===== config.mk =====
export PLATFORM = sky130hd
export DESIGN_NAME = adbg_or1k_run_ctrl
export DESIGN_NICKNAME = d
export VERILOG_FILES = /design/src/rtl/adbg_or1k_run_ctrl_pkg.sv /design/src/rtl/adbg_or1k_run_timeout.sv /design/src/rtl/adbg_or1k_run_ctrl.sv
export SDC_FILE = /design/constraint.sdc
export NUM_CORES = 1
export LEC_CHECK = 0
export ABC_AREA = 1
export CAP_MARGIN = 20
export CELL_PAD_IN_SITES_DETAIL_PLACEMENT = 0
export CELL_PAD_IN_SITES_GLOBAL_PLACEMENT = 1
export CORE_ASPECT_RATIO = 1.1
export CORE_MARGIN = 5
export CORE_UTILIZATION = 35
export CTS_CLUSTER_DIAMETER = 60
export CTS_CLUSTER_SIZE = 20
export DETAILED_ROUTE_END_ITERATION = 8
export GPL_TIMING_DRIVEN = 0
export PLACE_DENSITY = 0.87
export SYNTH_ARGS = -nofsm -noshare
export SYNTH_HDL_FRONTEND = slang
export SYNTH_SLANG_ARGS = --single-unit

===== constraint.sdc =====
create_clock -name cpu_clk_i -period 3.5 [get_ports cpu_clk_i]
set_input_delay 0.525 -clock cpu_clk_i [delete_from_list [all_inputs] [get_ports cpu_clk_i]]
set_output_delay 0.525 -clock cpu_clk_i [all_outputs]
set_load 0.02 [all_outputs]

===== src/rtl/adbg_or1k_run_ctrl_pkg.sv =====
// rtl/adbg_or1k_run_ctrl_pkg.sv - shared types for the OR1K run/halt controller
package adbg_or1k_run_ctrl_pkg;

  typedef enum logic [1:0] {
    OP_HALT   = 2'b00,
    OP_RESUME = 2'b01,
    OP_STEP   = 2'b10,
    OP_RSVD   = 2'b11
  } cmd_op_e;

  typedef enum logic [1:0] {
    ST_IDLE      = 2'b00,
    ST_WAIT_HALT = 2'b01,
    ST_STEP_RUN  = 2'b10,
    ST_WAIT_RUN  = 2'b11
  } run_state_e;

endpackage


===== src/rtl/adbg_or1k_run_timeout.sv =====
// rtl/adbg_or1k_run_timeout.sv - saturating acknowledge-wait counter
module adbg_or1k_run_timeout #(
  parameter int ACK_TIMEOUT = 255
) (
  input  logic cpu_clk_i,
  input  logic cpu_rstn_i,
  input  logic clear,
  input  logic enable,
  output logic expired
);

  localparam int CW = $clog2(ACK_TIMEOUT + 1);

  logic [CW-1:0] cnt_q;

  assign expired = (cnt_q == CW'(ACK_TIMEOUT));

  // Holds at ACK_TIMEOUT so it can never wrap back under the limit.
  always_ff @(posedge cpu_clk_i or negedge cpu_rstn_i) begin
    if (!cpu_rstn_i) begin
      cnt_q <= '0;
    end else if (clear) begin
      cnt_q <= '0;
    end else if (enable && !expired) begin
      cnt_q <= cnt_q + CW'(1);
    end
  end

endmodule


===== src/rtl/adbg_or1k_run_ctrl.sv =====
// rtl/adbg_or1k_run_ctrl.sv - multi-core halt/resume/step controller with breakpoint cross-trigger
module adbg_or1k_run_ctrl
  import adbg_or1k_run_ctrl_pkg::*;
#(
  parameter int NB_CORES    = 4,
  parameter int ACK_TIMEOUT = 255,
  parameter int STEP_CYCLES = 1
) (
  input  logic                cpu_clk_i,
  input  logic                cpu_rstn_i,
  input  logic [NB_CORES-1:0] bp_i,
  input  logic [NB_CORES-1:0] halted_i,
  input  logic [NB_CORES-1:0] group_mask_i,
  input  logic                cmd_valid_i,
  input  logic [1:0]          cmd_op_i,
  input  logic [NB_CORES-1:0] cmd_mask_i,
  output logic                cmd_ready_o,
  output logic                cmd_done_o,
  output logic                cmd_err_o,
  output logic [NB_CORES-1:0] cpu_stall_o,
  output logic [NB_CORES-1:0] bp_cause_o
);

  localparam int SW = (STEP_CYCLES > 1) ? $clog2(STEP_CYCLES) : 1;

  run_state_e          state_q;
  logic [NB_CORES-1:0] mask_q;
  logic [NB_CORES-1:0] stall_q;
  logic [NB_CORES-1:0] cause_q;
  logic [SW-1:0]       step_cnt_q;
  logic                done_q;
  logic                err_q;

  logic [NB_CORES-1:0] bp_set;
  logic [NB_CORES-1:0] stall_rel;
  logic [NB_CORES-1:0] stall_hold;
  logic [NB_CORES-1:0] cause_clr;
  logic                step_last;
  logic                waiting;
  logic                expired;

  assign step_last   = (step_cnt_q == SW'(STEP_CYCLES - 1));
  assign waiting     = (state_q == ST_WAIT_HALT) || (state_q == ST_WAIT_RUN);
  assign cmd_ready_o = (state_q == ST_IDLE);
  assign cmd_done_o  = done_q;
  assign cmd_err_o   = err_q;
  assign cpu_stall_o = bp_i | stall_q;
  assign bp_cause_o  = cause_q;

  // A breakpoint in any group member stalls the whole group.
  always_comb begin
    bp_set = bp_i;
    if (|(bp_i & group_mask_i)) bp_set = bp_i | group_mask_i;
  end

  always_comb begin
    stall_rel  = '0;
    stall_hold = '0;
    cause_clr  = '0;
    case (state_q)
      ST_IDLE: begin
        if (cmd_valid_i) begin
          case (cmd_op_e'(cmd_op_i))
            OP_HALT:   stall_hold = cmd_mask_i;
            OP_RESUME: begin
              stall_rel = cmd_mask_i;
              cause_clr = cmd_mask_i;
            end
            OP_STEP:   stall_rel = cmd_mask_i;
            default:   ;
          endcase
        end
      end
      ST_STEP_RUN: if (step_last) stall_hold = mask_q;
      default: ;
    endcase
  end

  // bp_set is applied last so a breakpoint beats a simultaneous release.
  always_ff @(posedge cpu_clk_i or negedge cpu_rstn_i) begin
    if (!cpu_rstn_i) begin
      stall_q <= '0;
      cause_q <= '0;
    end else begin
      stall_q <= (stall_q & ~stall_rel) | stall_hold | bp_set;
      cause_q <= (cause_q & ~cause_clr) | bp_set;
    end
  end

  always_ff @(posedge cpu_clk_i or negedge cpu_rstn_i) begin
    if (!cpu_rstn_i) begin
      state_q    <= ST_IDLE;
      mask_q     <= '0;
      step_cnt_q <= '0;
      done_q     <= 1'b0;
      err_q      <= 1'b0;
    end else begin
      done_q <= 1'b0;
      err_q  <= 1'b0;
      case (state_q)
        ST_IDLE: begin
          if (cmd_valid_i) begin
            mask_q     <= cmd_mask_i;
            step_cnt_q <= '0;
            if (cmd_op_e'(cmd_op_i) == OP_RSVD) begin
              done_q <= 1'b1;
              err_q  <= 1'b1;
            end else if (cmd_mask_i == '0) begin
              done_q <= 1'b1;
            end else begin
              case (cmd_op_e'(cmd_op_i))
                OP_HALT:   state_q <= ST_WAIT_HALT;
                OP_RESUME: state_q <= ST_WAIT_RUN;
                default:   state_q <= ST_STEP_RUN;
              endcase
            end
          end
        end
        ST_STEP_RUN: begin
          if (step_last) state_q <= ST_WAIT_HALT;
          else           step_cnt_q <= step_cnt_q + SW'(1);
        end
        ST_WAIT_HALT: begin
          if ((halted_i & mask_q) == mask_q) begin
            state_q <= ST_IDLE;
            done_q  <= 1'b1;
          end else if (expired) begin
            state_q <= ST_IDLE;
            done_q  <= 1'b1;
            err_q   <= 1'b1;
          end
        end
        ST_WAIT_RUN: begin
          if ((halted_i & mask_q & ~cause_q) == '0) begin
            state_q <= ST_IDLE;
            done_q  <= 1'b1;
          end else if (expired) begin
            state_q <= ST_IDLE;
            done_q  <= 1'b1;
            err_q   <= 1'b1;
          end
        end
        default: state_q <= ST_IDLE;
      endcase
    end
  end

  adbg_or1k_run_timeout #(
    .ACK_TIMEOUT(ACK_TIMEOUT)
  ) u_timeout (
    .cpu_clk_i (cpu_clk_i),
    .cpu_rstn_i(cpu_rstn_i),
    .clear     (!waiting),
    .enable    (waiting),
    .expired   (expired)
  );

endmodule


==> reports/qor.json <==
{
  "clk_pin_slew_ps": 80,
  "num_vias": 1256,
  "fmax_mhz": 431,
  "maxSlewHeadroom_pct": 63.1,
  "floorplan.initialDensity_pct": 35.9,
  "clkLatencyLatePin_ps": 270,
  "hpwl_mm": 2.60,
  "worst-endpoint-arrival_ps": 1800,
  "clockBufferDepth": 2,
  "grt_antenna_before_repair": 0,
  "ctsHoldBuffers": 0,
  "globalRouteTotalUtil_pct": 12.8,
  "place.port_buffers": 31,
  "area_share_of_the_leading_cell_type_in_the_synthesized_netlist_pct": 42.2,
  "die-area_mm2": 0.00545,
  "finalSetupViolCount": 0,
  "routed_via_density": 4.58,
  "antenna_cells": 0,
  "placedCellCount": 270,
  "dieWidth_um": 70.8,
  "layout.nets": 248,
  "post_synth_instance_area_mm2": 0.00142,
  "placeableCoreArea_mm2": 0.00396,
  "drt_pre_antenna_iters": 4,
  "hold-path-cell-count": 1,
  "ff2ff_setup_slack_ps": 2150,
  "p_sw_w": 0.000335,
  "clock-root-buffer": "clkbuf_8",
  "gpl.final_weighted_congestion": 0.750,
  "worst-r2r-cell-count": 7,
  "route.detailed.drc": 0,
  "die_height_um": 76.9,
  "maximum_number_of_pins_on_one_net_before_global_route_repair": 16,
  "core.rowCount": 24,
  "path_max_fanout": 3,
  "ys_types": 23,
  "criticalPathCategory": "in -> out",
  "aggregate_routed_wire_length_mm": 3.17,
  "seq_power_share_pct": 38.5,
  "timing.final.crit_period_ps": 2320,
  "drt-wirelength-per-cell_um": 11.6,
  "unrepaired_setup_endpoints_after_global_routing": "no",
  "clockPowerShare_pct": 25.2,
  "cell_internal_power_w": 0.000627,
  "max-vdd-ir-drop_uv": 223,
  "power_share_of_the_combinational_group_pct": 36.3,
  "grt_first_pass_wirelength_mm": 5.79,
  "cts_tree": "done",
  "max-cap-violations": 0,
  "yosys-top-cells-area": "dfrtp_1 (42%), nand2_1 (10%), inv_1 (7.6%)",
  "switching_share_pct": 34.8,
  "h-tree-depth": 1,
  "synthesis.yosys.warnings": 0,
  "dr.first_iter.drc_count": 30,
  "fraction_of_layout_cells_with_a_size_suffix_above_1_pct": 10.4,
  "p_leak_nw": 0.829,
  "syn_nets": 211,
  "synth_area_leader_cell": "dfrtp_1",
  "grt_total_ovfl": 0,
  "fin_setup_tns_ps": 0,
  "cts_num_sinks": 24,
  "cts-resized-gates": 0,
  "report.final.slew_viol_count": 0,
  "timing.clock.skew_ps": 4.88,
  "worstPathRequired_ps": 2970,
  "layout_worst_path_cycle_share_pct": 66.3,
  "ys_seq_elements": 24,
  "timing.critical_path.to_type": "primary output",
  "ios": 32,
  "yosysSeqAreaShare_pct": 42.2,
  "fillers": 410,
  "ant_nets": 0,
  "syn_inst": 186,
  "finish.cell_count_without_fillers": 274,
  "timing.critical_path.from_type": "input port",
  "post-cts-setup-buffer-count": 0,
  "hold_violations": 0,
  "status": "completed",
  "area_growth_syn_to_layout_pct": 33.3,
  "worst_slew_pin_tran_ps": 552,
  "cts_bufs_inserted": 3,
  "worstHoldPathType": "reg -> reg",
  "synth.avg_cell_area_um2": 7.66,
  "vias_in_the_first_global_route": 1315,
  "cellPowerDensity_mw_per_mm2": 507
}
## sequential cells by signal (all words and copies together), names as in the netlist
name             cells
u_timeout.cnt_q      8
bp_cause_o           4
mask_q               4
stall_q              4
state_q              2
cmd_done_o           1
cmd_err_o            1
## cells by family (layout without fill, tap and decap cells)
logic type	after synthesis	after routing	share of synthesized area, %
and+or+nand+nor	92	92	32.1
AOI/OAI and AO/OA	34	34	12.9
buffers and inverters	31	67	8.70
DFF	24	24	42.2
adders and majority gates	4	4	3.52
xor gates and xnor gates	1	1	0.615
## per-layer routing
metal,GRT usage (%),routed length (um)
met1,15.5,1350
met2,22.5,1610
met3,3.40,193
met4,2.26,14
met5,0,0
## placed cells by master, fill, tap and decap left out, drive strengths merged
master	Yosys	final
a21oi	9	9
nor3	1	1
ha	4	4
a31oi	1	1
xor2	1	1
clkbuf	0	3
dfrtp	24	24
o21ai	19	19
or2	4	4
bufinv	0	1
a211oi	1	1
inv	30	30
buf	1	2
nand4	4	4
nor2	28	28
nand3	14	14
nand2	41	41
clkdlybuf4s50	0	31
a21boi	4	4
## through the flow
stage / setup WS [ps] / total power, W / cell area [um2] / utilization (%) / hold slack, ps
after floorplan: 2110 / 0.000605 / 1420 / - / 229
after global placement: 1170 / 0.000720 / 1800 / 45.4 / 456
final: 1180 / 0.000962 / 1900 / 47.9 / 475
after CTS: 1170 / 0.000978 / 1900 / 47.9 / 474
after detailed placement: 1170 / 0.000729 / 1830 / 46.1 / 460
after global routing: 1130 / 0.00105 / 1900 / 47.9 / 525
## path summary, 6_finish.rpt
path | start | endpoint
worst min register to register | u_timeout.cnt_q[7] | u_timeout.cnt_q[7]
max in group asynchronous | cpu_rstn_i | bp_cause_o[3]
worst max register to register | u_timeout.cnt_q[0] | u_timeout.cnt_q[7]
worst min-delay path | u_timeout.cnt_q[7] | u_timeout.cnt_q[7]
min in group asynchronous | cpu_rstn_i | u_timeout.cnt_q[6]
worst max-delay path | bp_i[2] | cpu_stall_o[2]
## power by group through the flow
stage / clock (W) / sequential [W] / combinational, W
after detailed placement: 0 / 0.000376 / 0.000353
after floorplan: 0 / 0.000378 / 0.000227
after global placement: 0 / 0.000375 / 0.000345
final: 0.000242 / 0.000371 / 0.000349
after CTS: 0.000252 / 0.000371 / 0.000355
after global routing: 0.000262 / 0.000379 / 0.000411
## cell usage after synthesis (all sizes together)
master / number
nand2: 41
inv: 30
nor2: 28
dfrtp: 24
o21ai: 19
nand3: 14
a21oi: 9
a21boi: 4
ha: 4
nand4: 4
or2: 4
a211oi: 1
a31oi: 1
buf: 1
nor3: 1
xor2: 1
## cell type report
class / count / area [um2] / share of cell area, %
multi-input cells: 131 / 699 / 36.8
flip-flops and latches: 24 / 601 / 31.6
repair buffers: 32 / 338 / 17.8
inverters: 30 / 113 / 5.93
well taps: 52 / 65.1 / 3.43
clock buffers: 3 / 41.3 / 2.18
clock inverters: 1 / 30.0 / 1.58
plain buffers: 1 / 11.3 / 0.593
## worst max-delay path, stage by stage
cell	delay [ps]
clkdlybuf4s50_1	430
or2_2	300
clkdlybuf4s50_1	540
Note: power is estimated with default switching activity, not from simulation.
